==> config.mk <==
export PLATFORM = sky130hd
export DESIGN_NAME = md_sequencer
export DESIGN_NICKNAME = d
export VERILOG_FILES = /design/src/rtl/md_seq_pkg.sv /design/src/rtl/md_timeout_cnt.sv /design/src/rtl/md_sequencer.sv
export SDC_FILE = /design/constraint.sdc
export NUM_CORES = 1
export LEC_CHECK = 0
export CORE_MARGIN = 2
export CORE_UTILIZATION = 36
export DETAILED_ROUTE_END_ITERATION = 10
export GPL_ROUTABILITY_DRIVEN = 0
export PLACE_DENSITY = 0.78
export SLEW_MARGIN = 20
export SYNTH_ARGS = -nofsm -noshare
export SYNTH_HDL_FRONTEND = slang
export SYNTH_SLANG_ARGS = --single-unit
==> constraint.sdc <==
create_clock -name clk -period 1.9 [get_ports clk]
set_input_delay 0.19 -clock clk [delete_from_list [all_inputs] [get_ports clk]]
set_output_delay 0.19 -clock clk [all_outputs]
set_load 0.05 [all_outputs]
==> src/rtl/md_seq_pkg.sv <==
// Shared definitions for the multiply/divide sequencer: FSM state encoding and exception codes.
package md_seq_pkg;

    typedef enum logic [2:0] {
        IDLE     = 3'd0,
        MULT_RUN = 3'd1,
        DIV_RUN  = 3'd2,
        WRITE    = 3'd3,
        EXCPT    = 3'd4
    } state_t;

    localparam logic [1:0] EXC_NONE    = 2'b00;
    localparam logic [1:0] EXC_DIV0    = 2'b01;
    localparam logic [1:0] EXC_TIMEOUT = 2'b10;

endpackage

==> src/rtl/md_timeout_cnt.sv <==
// Run-length watchdog: counts cycles while enabled and flags the terminal count TIMEOUT-1.
module md_timeout_cnt #(
    parameter int TIMEOUT = 64,
    parameter int CNT_W   = 7
) (
    input  logic clk,
    input  logic reset,
    input  logic clear,
    input  logic enable,
    output logic tc
);

    localparam logic [CNT_W-1:0] LAST = CNT_W'(TIMEOUT - 1);

    logic [CNT_W-1:0] cnt_q;
    logic [CNT_W-1:0] cnt_d;

    always_comb begin
        cnt_d = cnt_q;
        if (clear) begin
            cnt_d = '0;
        end else if (enable) begin
            cnt_d = cnt_q + CNT_W'(1);
        end
    end

    always_ff @(posedge clk or negedge reset) begin
        if (!reset) begin
            cnt_q <= '0;
        end else begin
            cnt_q <= cnt_d;
        end
    end

    assign tc = enable && (cnt_q == LAST);

endmodule

==> src/rtl/md_sequencer.sv <==
// Multiply/divide sequencer: launches the mult or div unit, waits for its end flag, then writes Hi/Lo.
// Define MD_DIVZERO_CHECK_EN to trap divides by zero before the divider is started.
module md_sequencer
    import md_seq_pkg::*;
#(
    parameter int TIMEOUT = 64,
    parameter int CNT_W   = 7
) (
    input  logic        clk,
    input  logic        reset,
    input  logic        req_mult,
    input  logic        req_div,
    input  logic        req_divm,
    input  logic [31:0] divisor,
    input  logic        mult_end,
    input  logic        div_end,
    output logic        mult_start,
    output logic        div_start,
    output logic        md_select,
    output logic        div_a_sel,
    output logic        div_b_sel,
    output logic        hi_write,
    output logic        lo_write,
    output logic        busy,
    output logic        done,
    output logic        excpt,
    output logic [1:0]  excpt_code
);

    state_t     state_q, state_d;
    logic       mult_start_q, mult_start_d;
    logic       div_start_q, div_start_d;
    logic       md_select_q, md_select_d;
    logic       div_sel_q, div_sel_d;
    logic       write_q, write_d;
    logic       excpt_q, excpt_d;
    logic       busy_q, busy_d;
    logic [1:0] code_q, code_d;

    logic running;
    logic first_cycle;
    logic end_flag;
    logic tc;
    logic cnt_clear;
    logic div_zero;

`ifdef MD_DIVZERO_CHECK_EN
    assign div_zero = (divisor == 32'd0);
`else
    logic unused_divisor;
    assign unused_divisor = ^divisor;
    assign div_zero       = 1'b0;
`endif

    assign running   = (state_q == MULT_RUN) || (state_q == DIV_RUN);
    assign cnt_clear = !running;
    // The start pulse marks run cycle 1, where end flags are not yet trusted.
    assign first_cycle = mult_start_q | div_start_q;
    assign end_flag    = (state_q == MULT_RUN) ? mult_end : div_end;

    md_timeout_cnt #(
        .TIMEOUT(TIMEOUT),
        .CNT_W  (CNT_W)
    ) u_timeout (
        .clk   (clk),
        .reset (reset),
        .clear (cnt_clear),
        .enable(running),
        .tc    (tc)
    );

    always_comb begin
        state_d     = state_q;
        md_select_d = md_select_q;
        div_sel_d   = div_sel_q;
        code_d      = code_q;
        case (state_q)
            IDLE: begin
                if (req_mult) begin
                    state_d     = MULT_RUN;
                    md_select_d = 1'b1;
                    div_sel_d   = 1'b0;
                    code_d      = EXC_NONE;
                end else if (req_divm || req_div) begin
                    md_select_d = 1'b0;
                    div_sel_d   = req_divm;
                    if (div_zero) begin
                        state_d = EXCPT;
                        code_d  = EXC_DIV0;
                    end else begin
                        state_d = DIV_RUN;
                        code_d  = EXC_NONE;
                    end
                end
            end
            MULT_RUN, DIV_RUN: begin
                if (!first_cycle && end_flag) begin
                    state_d = WRITE;
                end else if (tc) begin
                    state_d = EXCPT;
                    code_d  = EXC_TIMEOUT;
                end
            end
            WRITE, EXCPT: begin
                state_d   = IDLE;
                div_sel_d = 1'b0;
            end
            default: begin
                state_d = IDLE;
            end
        endcase

        mult_start_d = (state_q == IDLE) && (state_d == MULT_RUN);
        div_start_d  = (state_q == IDLE) && (state_d == DIV_RUN);
        write_d      = (state_d == WRITE);
        excpt_d      = (state_d == EXCPT);
        busy_d       = (state_d != IDLE);
    end

    always_ff @(posedge clk or negedge reset) begin
        if (!reset) begin
            state_q      <= IDLE;
            mult_start_q <= 1'b0;
            div_start_q  <= 1'b0;
            md_select_q  <= 1'b0;
            div_sel_q    <= 1'b0;
            write_q      <= 1'b0;
            excpt_q      <= 1'b0;
            busy_q       <= 1'b0;
            code_q       <= EXC_NONE;
        end else begin
            state_q      <= state_d;
            mult_start_q <= mult_start_d;
            div_start_q  <= div_start_d;
            md_select_q  <= md_select_d;
            div_sel_q    <= div_sel_d;
            write_q      <= write_d;
            excpt_q      <= excpt_d;
            busy_q       <= busy_d;
            code_q       <= code_d;
        end
    end

    assign mult_start = mult_start_q;
    assign div_start  = div_start_q;
    assign md_select  = md_select_q;
    assign div_a_sel  = div_sel_q;
    assign div_b_sel  = div_sel_q;
    assign hi_write   = write_q;
    assign lo_write   = write_q;
    assign done       = write_q;
    assign excpt      = excpt_q;
    assign busy       = busy_q;
    assign excpt_code = code_q;

endmodule
==> results of run 1 <==
cell families (layout without fill, tap and decap cells):
family                   count (synthesis)  after routing  synth area share [%]
XOR/XNOR                                 5              5                  5.16
multiplexers                             1              1                  1.77
AND/OR/NAND/NOR                         34             34                  24.6
buffers and inverters                    7             25                  5.74
other                                    1              1                 0.441
flip-flops                              18             18                  53.0
adder cells (fa/ha/maj)                  1              1                  1.47
AO/OA/AOI/OAI                            9              9                  7.81
layout make-up:
cell class | count | area [µm²]
clock buffer | 4 | 36.3
fill | 216 | 1150
inverter | 2 | 7.51
multi-input combinational | 51 | 350
sequential | 18 | 450
tap | 28 | 35.0
timing repair buffer | 19 | 185
worst min-delay path by stage:
stage,slack (ns),startpoint,cells past startpoint,to
final,0.22,reset,2,div_start
after global routing,0.23,reset,2,mult_start
after CTS,0.21,reset,2,excpt_code[1]
after detailed placement,0.45,u_timeout.cnt_q[0],1,u_timeout.cnt_q[0]
after global placement,0.44,u_timeout.cnt_q[0],1,u_timeout.cnt_q[0]
after floorplan,-0.11,reset,0,busy
flip-flops by register name, summed over array words and instances, names as in the netlist:
| name | flops |
|---|---|
| state_q | 3 |
| done | 1 |
| div_a_sel | 1 |
| u_timeout.cnt_q | 7 |
| md_select | 1 |
| mult_start | 1 |
| div_start | 1 |
| excpt_code | 1 |
| excpt | 1 |
| busy | 1 |
per-stage QoR:
stage / instances / setup slack [ns]
floorplan: 76 / 0.383
detailed placement: 118 / 0.271
CTS: 122 / 0.185
global route: 122 / 0.126
global placement: 118 / 0.269
finish: 122 / 0.206
report_power, final:
part	leakage, nW	total [mW]	switching (mW)	internal, mW
clock network	0.0210	0.227	0.111	0.117
logic	0.211	0.836	0.516	0.320
registers	0.237	0.556	0.0744	0.481
total	0.468	1.62	0.701	0.919
layout by cell type (no fill, tap or decap), types with 3 or more instances in the layout:
master           netlist  layout
dfrtp_1               18      18
and2_1                 5       5
nand2b_1               3       3
xnor2_1                3       3
clkdlybuf4s50_1        0      17
o21ai_0                3       3
nor2b_1                3       3
nor2_1                 7       7
clkbuf_4               0       3
nor3_1                 4       4
nor3b_1                3       3
routing by layer:
metal | vias up | global-route usage [%]
met4 | 0 | 5.13
met3 | 2 | 2.57
met1 | 278 | 16.2
met5 | - | 0
li1 | 292 | -
met2 | 17 | 18.3
==> key figures, run 1 <==
Pwr
  • Total power per unit cell area: between 1500 and 2000 nW/µm²
  • Peak VDD IR: approximately 800 µV
  • Leakage power summed over all cells: 0.468 nW
  • Design Power: approximately 1.6 mW

Logic synthesis
  • Number of flip-flops and latches in the synthesized netlist: 18
  • Number of synthesized flops with an enable pin: 0
  • Share of the yosys chip area belonging to registers: a little over half
  • Most area-consuming cells after synthesis: dfrtp_1 (53%), and2_1 (3.7%), buf_4 (3.5%)
  • Area of the mapped netlist: around 850 µm²
  • Number of distinct library cell variants in the gate-level netlist after synthesis: 29
  • Async S/R FF share, synth: 100%
  • Average cell area after synthesis: ~11 µm²
  • Number of instances in the synthesized netlist: 76
  • Total nets after synthesis: about 120
  • Area share of the largest cell type after synthesis: 53.0%
  • Most instantiated cells after synthesis: dfrtp_1 (18), nor2_1 (7), and2_1 (5)
  • Dominant cell type by area after synthesis: dfrtp_1
  • Main synth FF type: dfrtp_1
  • Total of warnings raised by yosys: 0
  • Count leader, synth: dfrtp_1

Setup path
  • Type of the setup path with the least slack: flip-flop to output port
  • Worst setup path endpoint: div_a_sel
  • Crit. path cell count: 1
  • Worst-path fanout max: 4
  • Capturing element type of the critical path: output port
  • Capturing point of the worst reg2reg path: busy
  • Crit path buffers/inverters: 1
  • Kind of launch point of the worst setup path: flip-flop
  • Number of cell instances on the worst register-to-register path: 4
  • Category of cells accounting for the largest share of critical-path delay: buffers and inverters
  • WP data arrival: 1.50 ns
  • Required time of the worst setup path: roughly 1.7 ns
  • Slack of the worst reg-to-reg path: about 0.26 ns
  • Ordered cell list for the critical path: clkdlybuf4s50_1
  • Reg-to-reg startpoint: state_q[2]
  • CP max stage cell: clkdlybuf4s50_1
  • Stage delay of the slowest cell on the critical path: 0.82 ns
  • Startpoint of the most critical setup path: div_a_sel

Routing
  • Routed length on met1: 705 µm
  • Vias: 589
  • Met2 wire length: between 600 and 700 µm
  • Final routed wire length divided by cell count: approximately 11 µm
  • Top layer in use: met4
  • Pre-antenna DRT Iters: 4
  • Number of design-rule violations left by the first detailed-router iteration: 5
  • Number of nets with antenna violations after routing: 0
  • Number of vias per cell after detailed routing: a little under 5
  • Met3 wirelength from detailed routing: ~67 µm
  • DRC errors left: 0
  • Total wire length: roughly 1.4 mm

Placed design
  • Count of input and output buffers: 17
  • Placement Cell Area: 1030 µm²
  • Post-DP HPWL: between 1 and 1.5 mm

Hold path
  • Worst min-delay path class: input pin to async pin

STA
  • Worst Max-Slew Pin Slew: slightly below 0.5 ns
  • Final Critical Period: 1.69 ns
  • Maximum clock skew at final layout: 0.000805 ns
  • Total Negative Setup Slacks: 0 ns
  • Minimum hold slack: 0.215 ns
  • Part of the cycle the worst path needs: around 90%
  • RSZ-0062 raised after global routing: no
  • Final setup violation count: 0
  • Slew Limit Headroom: roughly two thirds
  • Final number of max-transition violations: 0
  • Upper clock frequency limit: ~590 MHz
  • Final hold violation count: 0

Global routing
  • Number of antenna violations at the first check in global routing: 0
  • Aggregate global routing overflow: 0
  • Vias in the first global route: a little under 600
  • Overall global routing resource usage: around an eighth
  • Largest net degree at the start of global routing: 19
  • Wire length of the first global-routing pass: between 2 and 2.5 mm

Die
  • Initial cell density of the core: between 30% and 40%
  • Die ar.: ~2800 µm²
  • Core outline area: ~2200 µm²
  • Die extent in y: between 50 and 60 µm
  • Rows: 17
  • Chip Width: 52.6 µm
  • Num ports: just over 50

Final layout
  • Layout cells sized above 1: between 10% and 20%
  • Core Util, Final: between 40% and 50%
  • Area Growth Syn to Fin: 25.3%
  • Net count of the finished layout: approximately 140
  • Post-layout instance area: 1060 µm²
  • Antenna diode count: 0

Run
  • Max-cap viol count: 0

Clock network
  • Register clock-pin slew on the reported worst setup and hold paths: ~0.090 ns
  • Insertion delay to the later sink of the worst-skew pair: 0.29 ns
  • Post-cts resize count: 0
  • Buffer count from post-CTS setup fixing: 0
  • Level count of the clock H-tree: 1
  • Hold-fix buffer count after cts: 0
  • CTS Buffer Depth: 2
  • Number of clock sinks seen by CTS: 18
  • Clk Tree Root Cell: clkbuf_4
  • Clock buffer count from CTS: 3
  • Clock tree from TritonCTS: yes

Run status
  • Outcome: complete, no violations
No activity file was read; power rests on OpenSTA's default activity.
==> run 2, diff against run 1 <==
--- a/config.mk
+++ b/config.mk
@@ -10,6 +10,7 @@
 export DETAILED_ROUTE_END_ITERATION = 10
 export GPL_ROUTABILITY_DRIVEN = 0
 export PLACE_DENSITY = 0.78
+export SETUP_SLACK_MARGIN = 0.15
 export SLEW_MARGIN = 20
 export SYNTH_ARGS = -nofsm -noshare
 export SYNTH_HDL_FRONTEND = slang
==> constraint.sdc (replaced) <==
create_clock -name clk -period 1.82 [get_ports clk]
set_input_delay 0.182 -clock clk [delete_from_list [all_inputs] [get_ports clk]]
set_output_delay 0.182 -clock clk [all_outputs]
set_load 0.05 [all_outputs]
==> key figures, run 2 (synthesis results as in run 1) <==
Final layout
  • Layout cells sized above 1: 12.8% (+1.1 points)
  • Largest register FFs: 7 (unchanged)
  • Fillers: 214 (-0.93%)
  • Net count of the finished layout: 135 (unchanged)
  • Area Growth Syn to Fin: 28.6%
  • Largest register by flop count: u_timeout.cnt_q
  • Top flop regs: u_timeout.cnt_q (7), state_q (3)
  • Antenna diode count: 0 (unchanged)
  • Most common cell after layout, fill and taps aside: dfrtp_1
  • Most used cells in the layout excluding fill and tap cells: dfrtp_1 (18), clkdlybuf4s50_1 (8), nor2_1 (7)
  • Post-layout instance area: 1090 µm² (+2.6%)

Global routing
  • Wire length of the first global-routing pass: 2.39 mm (-1.1%)
  • Aggregate global routing overflow: 0 (unchanged)
  • Overall global routing resource usage: 11.8% (-0.12 points)
  • Number of antenna violations at the first check in global routing: 0 (unchanged)
  • Vias in the first global route: 582 (-1.4%)
  • Largest net degree at the start of global routing: 19 (unchanged)

Hold path
  • Worst min-delay path class: input pin to async pin

Setup path
  • CP max stage cell: or3_4
  • Slack of the worst reg-to-reg path: 0.22 ns (-0.04 ns)
  • Required time of the worst setup path: 1.99 ns (+0.28 ns)
  • Type of the setup path with the least slack: flip-flop to flip-flop
  • Ordered cell list for the critical path: ha_1 > nand3_1 > or3_4 > a221oi_4 > nand3b_1
  • Worst-path fanout max: 5 (+1)
  • Kind of launch point of the worst setup path: flip-flop
  • Category of cells accounting for the largest share of critical-path delay: simple AND/OR/NAND/NOR gates
  • Stage delay of the slowest cell on the critical path: 0.41 ns (-0.41 ns)
  • WP data arrival: 1.77 ns (+0.27 ns)
  • Crit path buffers/inverters: 0 (-1)
  • Capturing element type of the critical path: flip-flop
  • Startpoint of the most critical setup path: u_timeout.cnt_q[0]
  • Reg-to-reg startpoint: u_timeout.cnt_q[0]

Routing
  • Final routed wire length divided by cell count: 12.1 µm (+5.2%)
  • Number of design-rule violations left by the first detailed-router iteration: 5 (unchanged)
  • Pre-antenna DRT Iters: 4 (unchanged)
  • Vias: 586 (-0.51%)
  • DRC errors left: 0 (unchanged)
  • Total wire length: 1.47 mm (+5.2%)
  • Number of vias per cell after detailed routing: 4.80 (-0.51%)
  • Number of nets with antenna violations after routing: 0 (unchanged)

Placed design
  • Pre-CTS worst setup slack: 0.191 ns (-0.0800 ns)
  • Placement Cell Area: 1030 µm² (unchanged)
  • Post-DP HPWL: 1.07 mm (unchanged)
  • Count of input and output buffers: 17 (unchanged)

Pwr
  • Switching part of the total: 43.7% (+0.41 points)
  • Clock group share of total power: 13.7% (-0.3 points)
  • Peak VDD IR: 942 µV (+15%)
  • Proportion of power drawn by combinational gates: 52.7% (+1.1 points)
  • Part of the power in registers: 33.6% (-0.7 points)
  • Leakage power summed over all cells: 0.577 nW (+23%)
  • Net Switching: 754 µW (+7.6%)
  • Total power per unit cell area: 1580 nW/µm² (+3.9%)
  • Internal portion of total power: 972 µW (+5.8%)

STA
  • Final hold violation count: 0 (unchanged)
  • Final Critical Period: roughly 1.6 ns
  • Maximum clock skew at final layout: 0.000877 ns (+0.0000717 ns)
  • Final number of max-transition violations: 0 (unchanged)
  • Worst Max-Slew Pin Slew: 0.504 ns (+0.00656 ns)
  • Upper clock frequency limit: 626 MHz
  • Final setup violation count: 0 (unchanged)
  • Slew Limit Headroom: 66.4% (-0.39 points)
  • Part of the cycle the worst path needs: 87.8%
  • Total Negative Setup Slacks: 0 ns (unchanged)
  • Worst setup margin: 0.221 ns (+0.0154 ns)
  • RSZ-0062 raised after global routing: yes

Die
  • Chip Width: 52.6 µm (unchanged)
  • Rows: 17 (unchanged)
  • Num ports: 51 (unchanged)
  • Initial cell density of the core: 38.4% (unchanged)
  • Die ar.: 2760 µm² (unchanged)
  • Core outline area: 2210 µm² (unchanged)
  • Die extent in y: 52.6 µm (unchanged)

Clock network
  • Clk Tree Root Cell: clkbuf_4
  • Clock buffer count from CTS: 3 (unchanged)
  • Hold-fix buffer count after cts: 0 (unchanged)
  • Insertion delay to the later sink of the worst-skew pair: 0.29 ns (about the same)
  • Number of clock sinks seen by CTS: 18 (unchanged)
  • Buffer count from post-CTS setup fixing: 0 (unchanged)
  • Register clock-pin slew on the reported worst setup and hold paths: 0.09 ns (about the same)
  • Clock tree from TritonCTS: yes
  • CTS Buffer Depth: 2 (unchanged)
  • Level count of the clock H-tree: 1 (unchanged)

Run status
  • Outcome: complete, no violations

Run
  • Max-cap viol count: 0 (unchanged)
## run 2: cell types whose count changed in the layout (fill, tap and decap cells not counted)
cell and delta:
clkdlybuf4s50_1 -9, dlymetal6s2s_1 +6, dlygate4sd2_1 +3, a221oi_2 -1, a221oi_4 +1, nor3b_1 -1
nor3b_2 +1, o21ai_0 -1, o21ai_1 +1
## run 2: per-layer routing
metal	vias to the layer above	routed length, µm	global-route usage [%]
met1	275	713	15.8
li1	292	-	-
met5	-	0	0
met4	0	12	5.13
met2	17	662	18.3
met3	2	83	2.57
## run 2: repair_timing
action | in CTS | in global routing
pin swaps | 0 | 1
resized for setup | 3 | 9
cloned | 0 | 0
endpoints found under the setup margin | 3 | 9
## run 2: cell type report
cell class | count | area (µm²) | share of cell area, %
sequential | 18 | 450 | 41.2
multi-input combinational | 51 | 367 | 33.6
clock buffer | 4 | 36.3 | 3.32
tap | 28 | 35.0 | 3.21
timing repair buffer | 19 | 196 | 18.0
inverter | 2 | 7.51 | 0.687
## run 2: through the flow
step	utilization, %	power [mW]	cells	hold slack, ns
floorplan	-	1.26	76	-0.114
global placement	46.5	1.45	118	0.440
detailed placement	46.5	1.47	118	0.451
CTS	48.0	1.70	122	0.204
global route	49.4	1.85	122	0.227
finish	49.4	1.73	122	0.208
## run 2: power groups by stage
stage / Sequential, mW / Combinational, mW / Clock (mW)
6_report: 0.580 / 0.909 / 0.237
5_1_grt: 0.595 / 0.990 / 0.262
4_1_cts: 0.579 / 0.871 / 0.249
3_5_place_dp: 0.583 / 0.883 / 0
3_3_place_gp: 0.582 / 0.865 / 0
2_1_floorplan: 0.730 / 0.532 / 0
## run 2: path summary, 6_finish.rpt
kind / to / cells after the start
setup / recovery: busy / 5
hold / removal: div_start / 2
setup reg to reg: busy / 5
hold reg to reg: u_timeout.cnt_q[0] / 1
max in group asynchronous: mult_start / 2
min in group clk: u_timeout.cnt_q[0] / 1
==> run 3, diff against run 2 <==
--- a/config.mk
+++ b/config.mk
@@ -9,7 +9,7 @@
 export CORE_UTILIZATION = 36
 export DETAILED_ROUTE_END_ITERATION = 10
 export GPL_ROUTABILITY_DRIVEN = 0
-export PLACE_DENSITY = 0.78
+export PLACE_DENSITY_LB_ADDON = 0.15
 export SETUP_SLACK_MARGIN = 0.15
 export SLEW_MARGIN = 20
 export SYNTH_ARGS = -nofsm -noshare
==> key figures, run 3 (synthesis results as in run 1) <==
STA
  • Final number of max-transition violations: 0 (unchanged)
  • Final Critical Period: 1.62 ns (+0.0203 ns)
  • Minimum hold slack: 0.199 ns (-0.00930 ns)
  • Total Negative Setup Slacks: 0 ns (unchanged)
  • RSZ-0062 raised after global routing: yes
  • Part of the cycle the worst path needs: 89.0% (+1.1 points)
  • Upper clock frequency limit: 618 MHz (-1.3%)
  • Slew Limit Headroom: 66.6% (+0.24 points)
  • Worst Max-Slew Pin Slew: 0.500 ns (-0.00357 ns)
  • Final hold violation count: 0 (unchanged)
  • Maximum clock skew at final layout: 0.00764 ns (+0.00676 ns)
  • Final setup violation count: 0 (unchanged)

Final layout
  • Most common cell after layout, fill and taps aside: dfrtp_1
  • Area Growth Syn to Fin: 27.7%
  • Largest register FFs: 7 (unchanged)
  • Fillers: 218 (+1.9%)
  • Top flop regs: u_timeout.cnt_q (7), state_q (3)
  • Antenna diode count: 0 (unchanged)
  • Combined area of the multi-input logic cells: 367 µm² (unchanged)
  • Post-layout instance area: 1080 µm² (-0.69%)
  • Sequential cell area: 450 µm² (unchanged)
  • Largest register by flop count: u_timeout.cnt_q
  • Most used cells in the layout excluding fill and tap cells: dfrtp_1 (18), clkdlybuf4s50_1 (8), nor2_1 (7), dlygate4sd2_1 (7), and2_1 (5)
  • Net count of the finished layout: 136 (+0.74%)
  • Layout cells sized above 1: 13.7% (+0.92 points)
  • Number of standard cells in the layout, taps in and fillers out: 123 (+0.82%)

Routing
  • DRC errors left: 0 (unchanged)
  • Number of nets with antenna violations after routing: 0 (unchanged)
  • Number of design-rule violations left by the first detailed-router iteration: 4 (-1)
  • Pre-antenna DRT Iters: 2 (-2)
  • Total wire length: 1.45 mm (-1.4%)
  • Vias: 578 (-1.4%)
  • Final routed wire length divided by cell count: 11.8 µm (-2.2%)
  • Number of vias per cell after detailed routing: 4.70 (-2.2%)

Setup path
  • Stage delay of the slowest cell on the critical path: 0.45 ns (+0.04 ns)
  • Crit path buffers/inverters: 0 (unchanged)
  • Ordered cell list for the critical path: ha_1 > nand3_1 > or3_4 > a221oi_4 > nand3b_1
  • WP data arrival: 1.80 ns (+0.03 ns)
  • Capturing element type of the critical path: flip-flop
  • Kind of launch point of the worst setup path: flip-flop
  • Type of the setup path with the least slack: flip-flop to flip-flop
  • CP max stage cell: or3_4
  • Category of cells accounting for the largest share of critical-path delay: simple AND/OR/NAND/NOR gates
  • Required time of the worst setup path: 2.01 ns (+0.02 ns)
  • Worst-path fanout max: 5 (unchanged)

Pwr
  • Peak VDD IR: 933 µV (-0.88%)
  • Leakage power summed over all cells: 0.535 nW (-7.2%)
  • Total power per unit cell area: 1590 nW/µm² (+0.51%)

Global routing
  • Aggregate global routing overflow: 0 (unchanged)
  • Wire length of the first global-routing pass: 2.63 mm (+9.8%)
  • Number of antenna violations at the first check in global routing: 0 (unchanged)
  • Vias in the first global route: 603 (+3.6%)
  • Largest net degree at the start of global routing: 19 (unchanged)
  • Overall global routing resource usage: 13.5% (+1.6 points)

Die
  • Num ports: 51 (unchanged)
  • Chip Width: 52.6 µm (unchanged)
  • Die ar.: 2760 µm² (unchanged)
  • Die extent in y: 52.6 µm (unchanged)
  • Initial cell density of the core: 38.4% (unchanged)
  • Core outline area: 2210 µm² (unchanged)
  • Rows: 17 (unchanged)

Placed design
  • Total placed cells including tap cells: 119 (+0.85%)
  • Post-DP HPWL: 1.10 mm (+3.3%)
  • Placement Cell Area: 1040 µm² (+0.73%)
  • Count of input and output buffers: 17 (unchanged)

Clock network
  • Clk Tree Root Cell: clkbuf_4
  • CTS Buffer Depth: 2 (unchanged)
  • Hold-fix buffer count after cts: 0 (unchanged)
  • Insertion delay to the later sink of the worst-skew pair: 0.29 ns (about the same)
  • Level count of the clock H-tree: 1 (unchanged)
  • Register clock-pin slew on the reported worst setup and hold paths: 0.11 ns (+0.02 ns)
  • Buffer count from post-CTS setup fixing: 0 (unchanged)
  • Clock tree from TritonCTS: yes
  • Clock buffer count from CTS: 3 (unchanged)
  • Number of clock sinks seen by CTS: 18 (unchanged)

Hold path
  • Worst min-delay path class: input pin to async pin

Run status
  • Outcome: complete, no violations

Run
  • Max-cap viol count: 0 (unchanged)
[run 3: changes by cell type in the layout (fill, tap and decap cells not counted)]
cell,previous run,this run
buf_4,2,3
dlygate4sd2_1,3,7
dlymetal6s2s_1,6,2
[run 3: final cells by class]
cell class / count / area share [%]
sequential: 18 / 41.5
timing repair buffer: 20 / 17.4
clock buffer: 4 / 3.34
multi-input combinational: 51 / 33.8
tap: 28 / 3.23
inverter: 2 / 0.692
[run 3: routing by layer]
layer  share of wire (%)  global-route usage, %
met5                   0                      0
met4                0.62                   7.69
met3                 3.5                   3.43
met2                  49                   21.3
met1                  47                   16.5
[run 3: path summary, 6_finish.rpt]
path	from	depth (start not counted)	end	slack (ns)
worst max-delay path	u_timeout.cnt_q[0]	5	busy	0.20
worst min-delay path	reset	2	done	0.20
worst max register to register	u_timeout.cnt_q[0]	5	busy	0.20
worst min register to register	u_timeout.cnt_q[0]	1	u_timeout.cnt_q[0]	0.46
max in group asynchronous	reset	2	u_timeout.cnt_q[0]	1.42
min in group clk	u_timeout.cnt_q[0]	1	u_timeout.cnt_q[0]	0.46
[run 3: timing repair]
action,in CTS,in global routing
gates cloned,0,0
pin swaps,0,0
endpoints found under the setup margin,7,6
resized for setup,7,5
[run 3: stage by stage]
stage          power, mW  util [%]  setup WS, ns
4_1_cts             1.69      48.1         0.154
3_3_place_gp        1.46      46.8         0.216
5_1_grt             1.85      49.0         0.127
3_5_place_dp        1.47      46.8         0.188
6_report            1.72      49.0         0.201
2_1_floorplan       1.26         -         0.303
[run 3: power by group]
group          switching, mW  leakage, nW  internal, mW
Clock                  0.125       0.0210         0.122
Combinational          0.567        0.278         0.331
Sequential            0.0748        0.237         0.502
Total                  0.767        0.535         0.956
==> variant 1 (flow settings as in run 3) <==
Reset style: synchronous (`reset`), changed in 2 clocked blocks.
--- a/src/rtl/md_timeout_cnt.sv
+++ b/src/rtl/md_timeout_cnt.sv
@@ -26,3 +26,3 @@
 
-    always_ff @(posedge clk or negedge reset) begin
+    always_ff @(posedge clk) begin
         if (!reset) begin
--- a/src/rtl/md_sequencer.sv
+++ b/src/rtl/md_sequencer.sv
@@ -119,3 +119,3 @@
 
-    always_ff @(posedge clk or negedge reset) begin
+    always_ff @(posedge clk) begin
         if (!reset) begin
Check against the original RTL: differs if reset is asserted again (counterexample within 4 cycles, from zero or initial values and one cycle with reset low); with reset held inactive, the same outputs for 10 cycles.
==> variant 1 against run 3 <==
  * Area after synthesis up 0.74%
  * Via count up 16%
  * Sequential cell count unchanged
  * Routed wire length up 8.3%
  * Utilization down 0.52 points
  * Cell area down 0.12%
  * Setup slack worse by 0.013 ns
  * Count of clock-buffer cells in the layout unchanged
  * Total power down 30%
  * Worst hold slack better by 0.25 ns
==> variant 1: results (changes against run 3) <==
Power and ir drop
  – Worst vdd ir: 0.0006283 V (-33%)
  – P_leak: 0.5061 nW (-5.5%)

Worst hold path
  – Hold WC Path Type: reg -> reg

Global routing
  – Largest net degree at the start of global routing: 11 (-8)
  – First-pass GRT wire length: 2.608 mm (-0.76%)
  – All-Layer GR Usage: 12.85% (-0.62 points)

Drt
  – Routed vias: 669 (+16%)
  – Drt initial violations: 11 (+7)
  – Per-cell routed wire length: 11.14 um (-5.5%)

Worst setup path
  – Critical Path AT: 1.45 ns (-0.35 ns)
  – Slowest stage delay, CP: 0.80 ns (+0.35 ns)
  – Worst path slowest cell: clkdlybuf4s50_1
  – Largest fanout on the critical path: 3 (-2)
  – Critical path's top delay family: buffers and inverters

Timing
  – Skew final: 0.008004 ns (+0.0003675 ns)

Outcome
  – Status: finished clean

CTS
  – CTS buffer count: 3 (unchanged)
  – Clock slew at reported path FFs: 0.11 ns (about the same)
  – Clk_lat worst skew: 0.29 ns (about the same)

Synth
  – Most common library cells after synthesis: dfxtp_1, nor2_1, nand2_1, buf_4
  – Sequential-to-total area share from yosys stat: 42.11% (-11 points)
  – Net Count, Synth: 135 (+16%)
  – Yosys cell types: 36 (+24%)
  – Post-synth ARST share: 0% (-100 points)

Place
  – Post-DP HPWL: 1.155 mm (+4.9%)

Final layout
  – Fill cells: 231 (+6.0%)
  – Final nets: 154 (+13%)
[variant 1: changes by cell type after synthesis, sizes merged, moves of 2 or more]
cell,run 3,this run
nor2,7,11
buf,5,7
nand2,1,9
a221oi,2,0
nor3,6,4
dfrtp,18,0
dfxtp,0,18
a21boi,0,2
nand2b,3,1
[variant 1: worst paths after layout]
path / from / end / slack (ns) / cells past startpoint
setup reg to reg: state_q[0] / div_start / 0.23 / 5
hold reg to reg: u_timeout.cnt_q[0] / u_timeout.cnt_q[0] / 0.45 / 1
hold / removal: u_timeout.cnt_q[0] / u_timeout.cnt_q[0] / 0.45 / 1
setup / recovery: div_a_sel / div_b_sel / 0.19 / 1
[variant 1: area by class of cell]
cell class	count	share of cell area, %
flip-flops and latches	18	33.26
well taps	28	3.233
inverters	2	0.6928
multi-input cells	68	40.07
repair buffers	21	19.40
clock buffers	4	3.349
[variant 1: power by group]
| part | internal, mW | total, mW | leakage (nW) | switching [mW] |
|---|---|---|---|---|
| Clock | 0.122 | 0.247 | 0.0210 | 0.125 |
| Combinational | 0.194 | 0.479 | 0.338 | 0.285 |
| Sequential | 0.440 | 0.483 | 0.147 | 0.0422 |
[variant 1: kinds of logic (layout without fill, tap and decap cells)]
logic type               Yosys count  in the layout  share of synthesized area [%]
AO/OA/AOI/OAI                     14             14                          12.86
XOR/XNOR                           5              5                          5.118
adder cells (fa/ha/maj)            1              1                          1.462
buffers and inverters              9             27                          7.164
flip-flops                        18             18                          42.11
multiplexers                       1              1                          1.316
other                              1              1                         0.4382
AND/OR/NAND/NOR                   46             46                          29.53
[variant 1: worst register-to-register path, stage by stage, from the launching register on]
cell and delay (ns):
dfxtp_1 0.35, buf_4 0.16, or3_1 0.39, or3_4 0.38, o211ai_2 0.10, and3_1 0.18
[variant 1: through the flow]
stage          cells  utilization, %  worst slack (ns)  area (sq um)  hold WS, ns
5_1_grt          141           48.52            0.1504          1084       0.4807
6_report         141           48.52            0.1876          1084       0.4537
3_3_place_gp     136           46.11            0.1260          1030       0.4382
4_1_cts          140           47.62            0.1669          1064       0.4546
3_5_place_dp     136           46.11            0.1571          1030       0.4390
2_1_floorplan     95               -            0.2585         855.8       0.3037
[variant 1: what timing repair did]
item / CTS / global route
pin swaps: 0 / 2
gates resized for setup: 2 / 5
setup buffers: 0 / 1
setup endpoints to repair: 2 / 7
hold endpoints to repair: 0 / 0
[variant 1: layer usage]
metal  wire length [um]  GRT usage (%)  up-vias
met5                  0              0        -
met4                 14          6.410        0
met3                 71          2.571        2
met2                653          18.54       12
met1                831          17.99      292
li1                   -              -      363
==> variant 2 (settings of run 3) <==
Made on the original files. `CNT_W` is set to 7 in 2 places; all go to 14.
--- a/src/rtl/md_timeout_cnt.sv
+++ b/src/rtl/md_timeout_cnt.sv
@@ -3,3 +3,3 @@
     parameter int TIMEOUT = 64,
-    parameter int CNT_W   = 7
+    parameter int CNT_W   = 14
 ) (
--- a/src/rtl/md_sequencer.sv
+++ b/src/rtl/md_sequencer.sv
@@ -6,3 +6,3 @@
     parameter int TIMEOUT = 64,
-    parameter int CNT_W   = 7
+    parameter int CNT_W   = 14
 ) (
Behaviour: no difference found for any inputs over 10 cycles, from zero or initial values and one cycle with reset low; that may be too few to reach the edited logic, so the function may still have changed.
==> variant 2 against run 3 <==
  * Setup slack got worse by 0.0090 ns
  * Synthesized cell count up 53%
  * Total power increased by 5.6%
  * Routed wire length rose by 51%
  * Cell count rose by 43%
  * Cell area grew 31%
  * Area after synthesis up 41%
  * Sequential cell count rose by 7
  * Fmax down 0.55%
  * Die area increased by 38%
==> variant 2: results (changes against run 3) <==
Final layout
  – Final nets: 173 (+27%)
  – Layout area overhead: 18.16%
  – Largest regs: u_timeout.cnt_q (14), state_q (3)
  – Fill cells: 315 (+44%)

Timing
  – Slew headroom: 66.47% (-0.12 points)
  – Skew final: 0.001346 ns (-0.006290 ns)

Synth
  – Sequential-to-total area share from yosys stat: 52.19% (-0.83 points)
  – Yosys cell types: 32 (+10%)
  – Largest cells by area after synthesis: dfrtp_1, xor2_1, nor2_1
  – Most common library cells after synthesis: dfrtp_1, nor2_1, xor2_1, nand2_1
  – Net Count, Synth: 156 (+34%)

Worst setup path
  – Worst R2R Start: u_timeout.cnt_q[10]
  – Slowest stage delay, CP: 0.80 ns (+0.35 ns)
  – Critical Path AT: 1.45 ns (-0.35 ns)
  – Worst Setup SP: excpt

Power and ir drop
  – P_leak: 0.6953 nW (+30%)
  – Worst vdd ir: 0.0004246 V (-55%)

CTS
  – Clk_lat worst skew: 0.31 ns (+0.02 ns)
  – Clock slew at reported path FFs: 0.13 ns (+0.02 ns)

Global routing
  – Vias in the first global route: 858 (+42%)
  – Largest net degree at the start of global routing: 26 (+7)

Drt
  – First drt pass iteration count: 4 (+2)
  – Drt initial violations: 39 (+35)

Outcome
  – Status: finished clean

Place
  – Post-DP HPWL: 1.660 mm (+51%)
variant 2: cell count changes after synthesis, sizes merged, moves of 5 or more:
cell,change
nor2,+12
xor2,+8
dfrtp,+7
a21o,+5
nand2,+5
nand4,+5
nor3,-5
variant 2: metrics by stage:
step | instances | area, sq um | total power [mW] | worst slack, ns | util (%)
2_1_floorplan | 116 | 1199 | 1.419 | 0.3504 | -
3_3_place_gp | 172 | 1399 | 1.648 | 0.2150 | 45.08
3_5_place_dp | 172 | 1399 | 1.668 | 0.2185 | 45.08
4_1_cts | 176 | 1414 | 1.860 | 0.1515 | 45.56
5_1_grt | 176 | 1416 | 1.961 | 0.1509 | 45.65
6_report | 176 | 1416 | 1.820 | 0.1921 | 45.65
variant 2: cell families after synthesis:
family | share of synthesized area (%)
XOR/XNOR | 8.037
AND/OR/NAND/NOR | 24.84
flip-flops | 52.19
adder cells (fa/ha/maj) | 1.044
other | 0.3129
AO/OA/AOI/OAI | 7.517
buffers and inverters | 5.220
multiplexers | 0.8351
variant 2: layout make-up:
| type | count | area, sq um | share of cell area [%] |
|---|---|---|---|
| Inverter | 2 | 7.507 | 0.5300 |
| Sequential cell | 25 | 625.6 | 44.17 |
| Multi-Input combinational cell | 80 | 510.5 | 36.04 |
| Clock buffer | 4 | 26.28 | 1.855 |
| Tap cell | 44 | 55.05 | 3.887 |
| Timing Repair Buffer | 21 | 191.4 | 13.52 |
variant 2: worst paths after layout:
kind | end | slack, ns | cells after the start
max | excpt | 0.19 | 1
max reg2reg | state_q[0] | 0.27 | 4
min in group clk | u_timeout.cnt_q[0] | 0.46 | 1
max in group asynchronous | u_timeout.cnt_q[12] | 1.37 | 2
min reg2reg | u_timeout.cnt_q[0] | 0.46 | 1
min | u_timeout.cnt_q[3] | 0.21 | 2
variant 2: what timing repair did:
action / 4_1_cts / 5_1_grt
cloned: 0 / 0
hold buffers: 0 / 0
resized for setup: 9 / 1
setup endpoints to repair: 9 / 1
variant 2: power groups by stage:
stage	logic, mW	registers (mW)	clock network, mW
floorplan	0.499	0.919	0
global placement	0.912	0.736	0
detailed placement	0.922	0.746	0
CTS	0.873	0.732	0.255
global route	0.938	0.745	0.278
finish	0.852	0.729	0.239
variant 2: layer usage:
metal | global-route usage (%) | vias to the layer above | part of all wire [%]
li1 | - | 420 | -
met1 | 18.01 | 418 | 46
met2 | 23.01 | 15 | 49
met3 | 1.863 | 4 | 3.3
met4 | 5.471 | 0 | 1.6
met5 | 0 | - | 0
